File: config.mk
export PLATFORM = sky130hd
export DESIGN_NAME = systolic_feeder
export DESIGN_NICKNAME = d
export VERILOG_FILES = /design/src/rtl/systolic_feeder.sv
export SDC_FILE = /design/constraint.sdc
export NUM_CORES = 1
export LEC_CHECK = 0
export BUFFER_PORTS_ARGS = -buffer_cell sky130_fd_sc_hd__buf_2
export CORE_ASPECT_RATIO = 1.25
export CORE_MARGIN = 2
export CORE_UTILIZATION = 55
export CTS_BUF_LIST = sky130_fd_sc_hd__clkbuf_16
export DETAILED_ROUTE_END_ITERATION = 10
export PLACE_DENSITY = 0.8
export SYNTH_ARGS = -nofsm -noshare
export SYNTH_HDL_FRONTEND = slang
export SYNTH_SLANG_ARGS = --single-unit
File: constraint.sdc
create_clock -name clk -period 11.2 [get_ports clk]
set_clock_uncertainty 0.2 [all_clocks]
set_input_delay 0.56 -clock clk [delete_from_list [all_inputs] [get_ports clk]]
set_output_delay 0.56 -clock clk [all_outputs]
set_load 0.1 [all_outputs]
File: src/rtl/systolic_feeder.sv
// systolic_feeder: buffers A rows / B columns and streams them diagonally skewed into an N x N PE grid
//   Optional build macro SYSTOLIC_FEEDER_B_ROWS_EN: load_sel=1 beats carry a B row instead of a B column.
//   Ports:
//     clk, rst                 clock, asynchronous active-high reset
//     load_valid/load_ready    load handshake (ready only while idle)
//     load_sel, load_idx       0 = A row idx, 1 = B column (or row) idx
//     load_data                element k at [k*DW +: DW]
//     start, start_err         stream request; error pulse if operands incomplete
//     pe_clear                 accumulator clear pulse before streaming
//     row_out, col_out         in1 / in2 edge values, lane i at [i*DW +: DW]
//     stream_valid, busy, done stream cycle flag, not-idle flag, completion pulse
module systolic_feeder #(
    parameter int N  = 4,
    parameter int DW = 8
) (
    input  logic                   clk,
    input  logic                   rst,
    input  logic                   load_valid,
    output logic                   load_ready,
    input  logic                   load_sel,
    input  logic [$clog2(N)-1:0]   load_idx,
    input  logic [N*DW-1:0]        load_data,
    input  logic                   start,
    output logic                   start_err,
    output logic                   pe_clear,
    output logic [N*DW-1:0]        row_out,
    output logic [N*DW-1:0]        col_out,
    output logic                   stream_valid,
    output logic                   busy,
    output logic                   done
);
    localparam int CW = $clog2(3*N-2);
    localparam logic [CW-1:0] LAST = CW'(3*N-3);

    typedef enum logic [1:0] {S_IDLE, S_PRIME, S_STREAM, S_DONE} state_t;

    state_t          r_state, w_nstate;
    logic [CW-1:0]   r_cnt, w_ncnt;
    logic [DW-1:0]   r_a [N][N];
    logic [DW-1:0]   r_b [N][N];
    logic [N-1:0]    r_am, r_bm;
    logic            w_full, w_accept;
    logic [N*DW-1:0] w_row, w_col;

    assign w_full     = &r_am && &r_bm;
    assign load_ready = !rst && r_state == S_IDLE;
    assign w_accept   = load_valid && load_ready;
    assign busy       = r_state != S_IDLE;

    // Outputs are computed from the next state/counter so the registered
    // value for step t appears while the counter equals t.
    always_comb begin
        w_nstate = r_state;
        w_ncnt   = '0;
        w_row    = '0;
        w_col    = '0;
        case (r_state)
            S_IDLE:   w_nstate = (start && w_full) ? S_PRIME : S_IDLE;
            S_PRIME:  w_nstate = S_STREAM;
            S_STREAM: begin
                w_ncnt   = r_cnt + CW'(1);
                w_nstate = (r_cnt == LAST) ? S_DONE : S_STREAM;
            end
            default:  w_nstate = S_IDLE;
        endcase
        // Lane i carries element k at step t = i + k; B is stored as B[k][j].
        for (int i = 0; i < N; i++)
            for (int k = 0; k < N; k++)
                if (w_nstate == S_STREAM && int'(w_ncnt) == i + k) begin
                    w_row[i*DW +: DW] = r_a[i][k];
                    w_col[i*DW +: DW] = r_b[k][i];
                end
    end

    always_ff @(posedge clk or posedge rst) begin
        if (rst) begin
            r_state      <= S_IDLE;
            r_cnt        <= '0;
            r_am         <= '0;
            r_bm         <= '0;
            start_err    <= 1'b0;
            pe_clear     <= 1'b0;
            stream_valid <= 1'b0;
            done         <= 1'b0;
            row_out      <= '0;
            col_out      <= '0;
        end else begin
            r_state      <= w_nstate;
            r_cnt        <= w_ncnt;
            start_err    <= r_state == S_IDLE && start && !w_full;
            pe_clear     <= w_nstate == S_PRIME;
            stream_valid <= w_nstate == S_STREAM;
            done         <= w_nstate == S_DONE;
            row_out      <= w_row;
            col_out      <= w_col;
            if (r_state == S_DONE) begin
                r_am <= '0;
                r_bm <= '0;
            end else if (w_accept) begin
                if (load_sel)
                    r_bm[load_idx] <= 1'b1;
                else
                    r_am[load_idx] <= 1'b1;
            end
        end
    end

    // Operand storage needs no reset; validity is tracked by the masks.
    always_ff @(posedge clk) begin
        if (w_accept)
            for (int k = 0; k < N; k++) begin
                if (!load_sel)
                    r_a[load_idx][k] <= load_data[k*DW +: DW];
                else
`ifdef SYSTOLIC_FEEDER_B_ROWS_EN
                    r_b[load_idx][k] <= load_data[k*DW +: DW];
`else
                    r_b[k][load_idx] <= load_data[k*DW +: DW];
`endif
            end
    end
endmodule

==> results of run 1 <==
## worst min-delay path, cell delays in order
cell and delay [ps]:
buf_2 90, nand2_1 80, nor2_1 50
## power by group through the flow
stage | combinational, mW | sequential (mW) | clock [mW]
3_3_place_gp | 0.498 | 1.43 | 0
6_report | 0.510 | 1.41 | 0.966
5_1_grt | 0.538 | 1.41 | 1.03
2_1_floorplan | 0.252 | 1.57 | 0
3_5_place_dp | 0.506 | 1.44 | 0
4_1_cts | 0.509 | 1.41 | 0.976
## routing by layer
layer  part of all wire, %  vias up  wire length, microns  track usage [%]
met4                   3.4        0                   943             8.29
met1                    38     3635                 10600             29.1
met3                   6.0       63                  1680             2.52
met5                     0        -                     0                0
li1                      -     3189                     -                -
met2                    53      316                 14800             41.6
## final cells by class
cell class	instances	area [sq um]	share of cell area, %
tap	283	354	2.48
timing repair buffer	122	646	4.51
clock inverter	25	199	1.39
multi-input combinational	390	2600	18.2
inverter	9	35.0	0.245
sequential	338	9740	68.1
clock buffer	29	726	5.07
## layout by cell type, fill, tap and decap left out, types with 16 or more instances in the layout
master	netlist	layout
edfxtp_1	256	256
nand2b_1	20	20
a22o_1	32	32
nor2_1	54	48
nand2_1	77	77
buf_2	22	108
clkbuf_16	0	29
dfrtp_1	82	82
a21oi_1	43	43
a211oi_1	16	16
o221a_2	16	16
o211ai_1	16	16
## logic make-up (layout without fill, tap and decap cells)
logic type / after synthesis / in the layout
buf+inv: 53 / 185
flops: 338 / 338
simple gates: 197 / 197
compound gates: 183 / 183
fa+ha+maj: 5 / 5
xor+xnor: 3 / 3
mux: 2 / 2
## flip-flops by register name (all words and copies together) (netlist names)
name and flops:
r_a 128, r_b 128, col_out 32, row_out 32, r_am 4, r_bm 4
r_cnt 4, r_state 2, done 1, pe_clear 1, start_err 1, stream_valid 1
## worst paths after layout
| kind | to | slack [ps] | cells after the start |
|---|---|---|---|
| setup / recovery | col_out[25] | 7450 | 7 |
| hold / removal | start_err | 80 | 3 |
| setup reg to reg | col_out[25] | 7450 | 7 |
| hold reg to reg | row_out[7] | 280 | 1 |
| max in group asynchronous | col_out[11] | 9920 | 3 |
| min in group asynchronous | start_err | 170 | 3 |
## per-stage QoR
step,hold slack [ps],std cells,area (sq um)
finish,78.6,1196,14300
floorplan,249,781,12600
global placement,265,1142,13400
global route,82.4,1196,14300
detailed placement,263,1142,13400
CTS,68.1,1196,14300
==> run_results.csv, run 1 <==
group,metric,value,unit
power,vdd_drop_max,153,uV
routing,first_pass_iters,5,
sta,timing.final.ws_setup,7450,ps
routing,drc,0,
logic_synthesis,yosys.area.top_type_share,61.1,%
worst_setup_path,path_buf_inv,2,
sta,fmax,266,MHz
final_layout,antennaDiodeCount,0,
floorplan,coreArea,0.0224,sq mm
worst_setup_path,cp_top_family,"simple AND/OR/NAND/NOR gates",
final_layout,fillers,1526,
final_layout,fin_util,64.0,%
clock_tree,cts_sinks,338,
logic_synthesis,synthCells,781,
logic_synthesis,synth_area_leaders,"edfxtp_1, dfrtp_1, nand2_1",
logic_synthesis,yosysTopAreaCell,"edfxtp_1",
routing,antenna_left,0,
logic_synthesis,synth.most_common_cell,"edfxtp_1",
worst_setup_path,cp.required,11390,ps
worst_setup_path,worstSetupStartpointType,"register",
clock_tree,numCtsBuffers,29,
final_layout,area.growth.synth_to_final,13.7,%
floorplan,die_area,0.0241,sq mm
clock_tree,cts-hold-fix-buffers,0,
sta,fin_crit,3750,ps
power,totalPowerFinal,2.89,mW
logic_synthesis,synth-adder-area-share,0.497,%
worst_setup_path,setup.worst_path.end_class,"register",
global_routing,grt_pass1_wl,42.4,mm
routing,num_vias,7203,
clock_tree,ctsLongestPathBuffers,3,
sta,worstMarginPinSlew,1100,ps
logic_synthesis,synthMuxAreaShare,0.179,%
global_routing,grt_max_degree,83,
logic_synthesis,synth_edf_count,256,
floorplan,die_h,173,microns
worst_setup_path,cp.arrival,3940,ps
power,cellInternalPower,2.06,mW
global_routing,antenna_found_initial,0,
worst_setup_path,worstSetupPathType,"register to register",
floorplan,ioPinCount,109,
logic_synthesis,syn_area,0.0126,sq mm
logic_synthesis,yosys_warnings,0,
clock_tree,cts_max_level,1,
final_layout,nets,934,
logic_synthesis,syn_avg_cell_area,16.1,sq um
clock_tree,cts_tree,"done",
power,p_sw,0.825,mW
logic_synthesis,synth_fp_nets,825,
sta,slew_violations,0,
sta,slew_headroom,26.8,%
sta,finalCritPeriodShare,33.5,%
logic_synthesis,synth_top_family_by_area,"compound AO/OA/AOI/OAI gates",
worst_setup_path,crit_start,"r_state[0]",
logic_synthesis,ys.flop_type,"edfxtp_1",
logic_synthesis,async_flop_share,24.3,%
sta,setup_viol,0,
final_layout,layout-drive-gt1-share,24.1,%
power,power.share.clock,33.5,%
flow_run,maxCapViolations,0,
clock_tree,cts_root_buf,"clkbuf_16",
global_routing,grt_usage,23.1,%
worst_setup_path,crit_path_max_incr_delay,750,ps
power,p_leak,5.35,nW
logic_synthesis,yosysUniqueCellTypes,53,
logic_synthesis,synth_xor_area_share,0.209,%
placement,hpwlAfterDp,16.9,mm
routing,drt_iter0_drc,732,
placement,place.gp.congestion,0.846,
worst_setup_path,reg2reg_from,"r_state[0]",
power,power_frac_seq,48.9,%
worst_setup_path,path_cells,"inv_1, ha_1, inv_2, nor3_4, nand2_1, o22ai_1, a21oi_1",
floorplan,die_w,139,microns
global_routing,gr-total-overflow,0,
logic_synthesis,yosys-top-cells-count,"edfxtp_1, dfrtp_1, nand2_1, nor2_1, a21oi_1",
power,p_sw_share,28.6,%
routing,routedWlPerCell,23.5,microns
routing,viasPerCell,6.02,
clock_tree,post_cts_buffers,0,
worst_setup_path,crit_fanout,22,
status,status,"completed",
placement,portBuffers,108,
global_routing,grt_pass1_vias,7230,
logic_synthesis,synthSimpleGateAreaFrac,7.66,%
min_path,worstHoldStart,"start",
floorplan,num_rows,61,
min_path,hold_path_class,"input pin to register",
sta,finalHoldViolCount,0,
placement,place_ws,7520,ps
clock_tree,insertion_delay,550,ps
logic_synthesis,ys_seq_elements,338,
clock_tree,path_clk_slew,60,ps
clock_tree,ctsResizeCount,0,
sta,rsz0062_at_grt,"false",
sta,fin_tns_setup,0,ps
routing,wl,28.1,mm
floorplan,start_util,56.3,%
power,p_comb_share,17.7,%
logic_synthesis,synth_sequential_area_ratio,77.4,%
worst_setup_path,crit_slowest_cell,"nand2_1",
power,powerDensity,202,mW/mm^2
logic_synthesis,synth_compound_area_share,11.7,%
No activity file was read; power rests on OpenSTA's default activity.
==> run 2, diff against run 1 <==
--- a/config.mk
+++ b/config.mk
@@ -5,13 +5,14 @@
 export SDC_FILE = /design/constraint.sdc
 export NUM_CORES = 1
 export LEC_CHECK = 0
+export ABC_AREA = 1
 export BUFFER_PORTS_ARGS = -buffer_cell sky130_fd_sc_hd__buf_2
 export CORE_ASPECT_RATIO = 1.25
 export CORE_MARGIN = 2
-export CORE_UTILIZATION = 55
+export CORE_UTILIZATION = 53
 export CTS_BUF_LIST = sky130_fd_sc_hd__clkbuf_16
 export DETAILED_ROUTE_END_ITERATION = 10
-export PLACE_DENSITY = 0.8
+export PLACE_DENSITY = 0.81
 export SYNTH_ARGS = -nofsm -noshare
 export SYNTH_HDL_FRONTEND = slang
 export SYNTH_SLANG_ARGS = --single-unit
==> constraint.sdc (replaced) <==
create_clock -name clk -period 3.4 [get_ports clk]
set_clock_uncertainty 0.2 [all_clocks]
set_input_delay 0.17 -clock clk [delete_from_list [all_inputs] [get_ports clk]]
set_output_delay 0.17 -clock clk [all_outputs]
set_load 0.1 [all_outputs]
==> run 2 against run 1 <==
  * Synthesized cell count grew 3.2%
  * Clock power rose to 3.5 times the previous value
  * Sequential share of layout area shrank 0.30 points
  * Register-to-register slack got worse by 6500 ps
  * Cell count rose by 5.0%
  * Via count up 5.6%
  * Utilization is 0.28 points higher
  * Hold slack got worse by 0.72 ps
  * Highest routed layer unchanged
==> run_results.csv, run 2 <==
group,metric,value,unit
floorplan,die_area,0.0241,sq mm
worst_setup_path,cp.arrival,2730,ps
logic_synthesis,synth.most_common_cell,"nand3_1",
placement,place_ws,993,ps
sta,fin_tns_setup,0,ps
min_path,worstHoldStart,"load_idx[1]",
logic_synthesis,ys_seq_elements,338,
worst_setup_path,path_buf_inv,3,
floorplan,start_util,54.3,%
clock_tree,path_clk_slew,70,ps
logic_synthesis,synthMuxAreaShare,0,%
logic_synthesis,ys.flop_type,"edfxtp_1",
worst_setup_path,worstSetupStartpointType,"register",
global_routing,met1_usage,31.5,%
logic_synthesis,synth_edf_count,256,
routing,num_vias,7608,
sta,slew_violations,0,
logic_synthesis,yosys.area.top_type_share,63.3,%
worst_setup_path,setup.worst_path.end_class,"register",
clock_tree,cts_root_buf,"clkbuf_16",
worst_setup_path,cp_top_family,"buffers and inverters",
logic_synthesis,yosysUniqueCellTypes,20,
min_path,min_to,"r_b[0][3]",
global_routing,grt_util_met2,41.4,%
status,status,"completed",
clock_tree,cts_max_level,1,
worst_setup_path,reg2reg_slack,940,ps
floorplan,die_h,173,microns
logic_synthesis,synthCells,806,
sta,timing.final.ws_setup,939,ps
power,p_leak,5.43,nW
final_layout,nets,992,
routing,antenna_left,0,
flow_run,maxCapViolations,0,
logic_synthesis,synth-adder-area-share,0.515,%
global_routing,use_met3,3.57,%
min_path,hold_path_class,"input pin to register",
clock_tree,insertion_delay,550,ps
floorplan,ioPinCount,109,
sta,rsz0062_at_grt,"false",
global_routing,grt_max_degree,169,
clock_tree,numCtsBuffers,30,
routing,drc,0,
routing,wl,29.1,mm
global_routing,antenna_found_initial,1,
final_layout,layout-drive-gt1-share,19.7,%
logic_synthesis,yosysTopAreaCell,"edfxtp_1",
worst_setup_path,cp.required,3670,ps
logic_synthesis,async_flop_share,24.3,%
final_layout,layout_common_cells,"nand3_1, edfxtp_1, buf_2",
worst_setup_path,reg2reg_depth,10,
worst_setup_path,path_cells,"inv_1, ha_1, nand2_1, inv_1, nand3_1, nand2_1, a21oi_4, buf_4, nand3_1, nand4_1",
routing,first_pass_iters,6,
worst_setup_path,timing.rr.end,"row_out[31]",
power,vdd_drop_max,701,uV
logic_synthesis,synth_sequential_area_ratio,80.2,%
worst_setup_path,crit_fanout,89,
logic_synthesis,syn_area,0.0121,sq mm
worst_setup_path,cp.depth,10,
worst_setup_path,reg2reg_from,"r_state[0]",
min_path,min_path_cells,4,
sta,setup_viol,0,
worst_setup_path,crit_slowest_cell,"buf_4",
logic_synthesis,yosys-top-cells-count,"nand3_1, edfxtp_1, dfrtp_1, nand4_1, buf_2",
placement,hpwlAfterDp,16.6,mm
power,powerDensity,767,mW/mm^2
sta,finalHoldViolCount,0,
floorplan,die_w,139,microns
logic_synthesis,synth_top_family_by_area,"simple AND/OR/NAND/NOR gates",
sta,fin_crit,2460,ps
routing,drt_iter0_drc,910,
worst_setup_path,crit_path_max_incr_delay,660,ps
placement,place.gp.congestion,0.817,
global_routing,gr-total-overflow,0,
logic_synthesis,syn_avg_cell_area,15.1,sq um
logic_synthesis,synth_compound_area_share,0.155,%
sta,worstMarginPinSlew,808,ps
sta,fmax,406,MHz
floorplan,coreArea,0.0224,sq mm
routing,routedWlPerCell,23.2,microns
final_layout,reg_top3,"r_a x128, r_b x128",
logic_synthesis,synthSimpleGateAreaFrac,16.2,%
clock_tree,cts_tree,"done",
global_routing,grt_pass1_wl,43.7,mm
clock_tree,ctsLongestPathBuffers,3,
logic_synthesis,synth_area_leaders,"edfxtp_1, dfrtp_1, nand3_1",
worst_setup_path,worstSetupPathType,"register to register",
global_routing,grt_pass1_vias,7506,
global_routing,grt_usage,23.8,%
final_layout,final_common_cell,"nand3_1",
clock_tree,post_cts_buffers,0,
logic_synthesis,yosys_warnings,0,
logic_synthesis,synth_fp_nets,850,
floorplan,num_rows,61,
routing,viasPerCell,6.06,
clock_tree,cts_sinks,338,
sta,finalCritPeriodShare,72.4,%
final_layout,area.growth.synth_to_final,18.4,%
global_routing,top_usage_layer,"met2",
sta,slew_headroom,46.2,%
logic_synthesis,synth_xor_area_share,0.0722,%
placement,portBuffers,108,
==> run 2: cell types whose count changed in the layout (fill, tap and decap cells not counted), moves of 16 or more <==
cell	change
nand2_1	-63
o211ai_1	-16
dlygate4sd3_1	+34
nand2b_1	-20
nand3_1	+257
nand4_1	+61
a211oi_1	-16
a21oi_1	-41
a22o_1	-32
nor2_1	-20
o221a_2	-16
==> run 2: per-stage QoR <==
step	instance area [sq um]	std cells	power (mW)	util, %	hold slack (ps)
detailed placement	13000	1165	7.67	58.3	150
CTS	14400	1255	11.0	64.2	69.3
floorplan	12200	806	7.11	-	68.9
global placement	13000	1165	7.63	58.3	137
finish	14400	1256	11.0	64.2	77.9
global route	14400	1255	11.4	64.2	88.1
==> run 2: layer usage <==
metal	share of wire, %	up-vias	routed length, microns
met1	37	3829	10600
met4	2.0	0	581
met2	53	426	15300
li1	-	3312	-
met3	8.9	41	2590
met5	0	-	0
==> run 2: cells by family after synthesis <==
kind of cell / Yosys count
buffers and inverters: 74
and+or+nand+nor: 385
AOI/OAI and AO/OA: 3
xor gates and xnor gates: 1
DFF: 338
adders and majority gates: 5
==> run 2: cell type report <==
type                       instances  area [sq um]
timing repair buffer             163          1100
sequential                       338          9740
tap                              283           354
inverter                          21          80.1
multi-input combinational        394          2100
clock inverter                    25           215
clock buffer                      31           776
antenna                            1          2.50
fill                            1513          8000
==> run 2: worst max path at each step <==
stage	startpoint	to	slack [ps]
6_report	r_state[0]	row_out[31]	940
5_1_grt	r_state[0]	row_out[15]	700
4_1_cts	r_state[0]	row_out[31]	950
3_5_place_dp	r_state[0]	col_out[7]	990
3_3_place_gp	r_state[1]	row_out[15]	1070
2_1_floorplan	r_state[0]	r_a[0][0]	-50
==> run 2: what timing repair did <==
item | in CTS | in global routing
hold endpoints to repair | 342 | 0
gates resized for setup | 0 | 0
hold buffers | 34 | 0
==> run 2: worst register-to-register path, cell delays in order, from the launching register on <==
cell     delay (ps)
dfrtp_1         350
inv_1            70
ha_1            200
nand2_1          80
inv_1            40
nand3_1          70
nand2_1         100
a21oi_4         180
buf_4           660
nand3_1         260
nand4_1         180
==> run 2: where the power goes <==
group / internal, mW / switching, mW
combinational: 0.444 / 2.33
sequential: 4.72 / 0.128
clock: 1.95 / 1.43
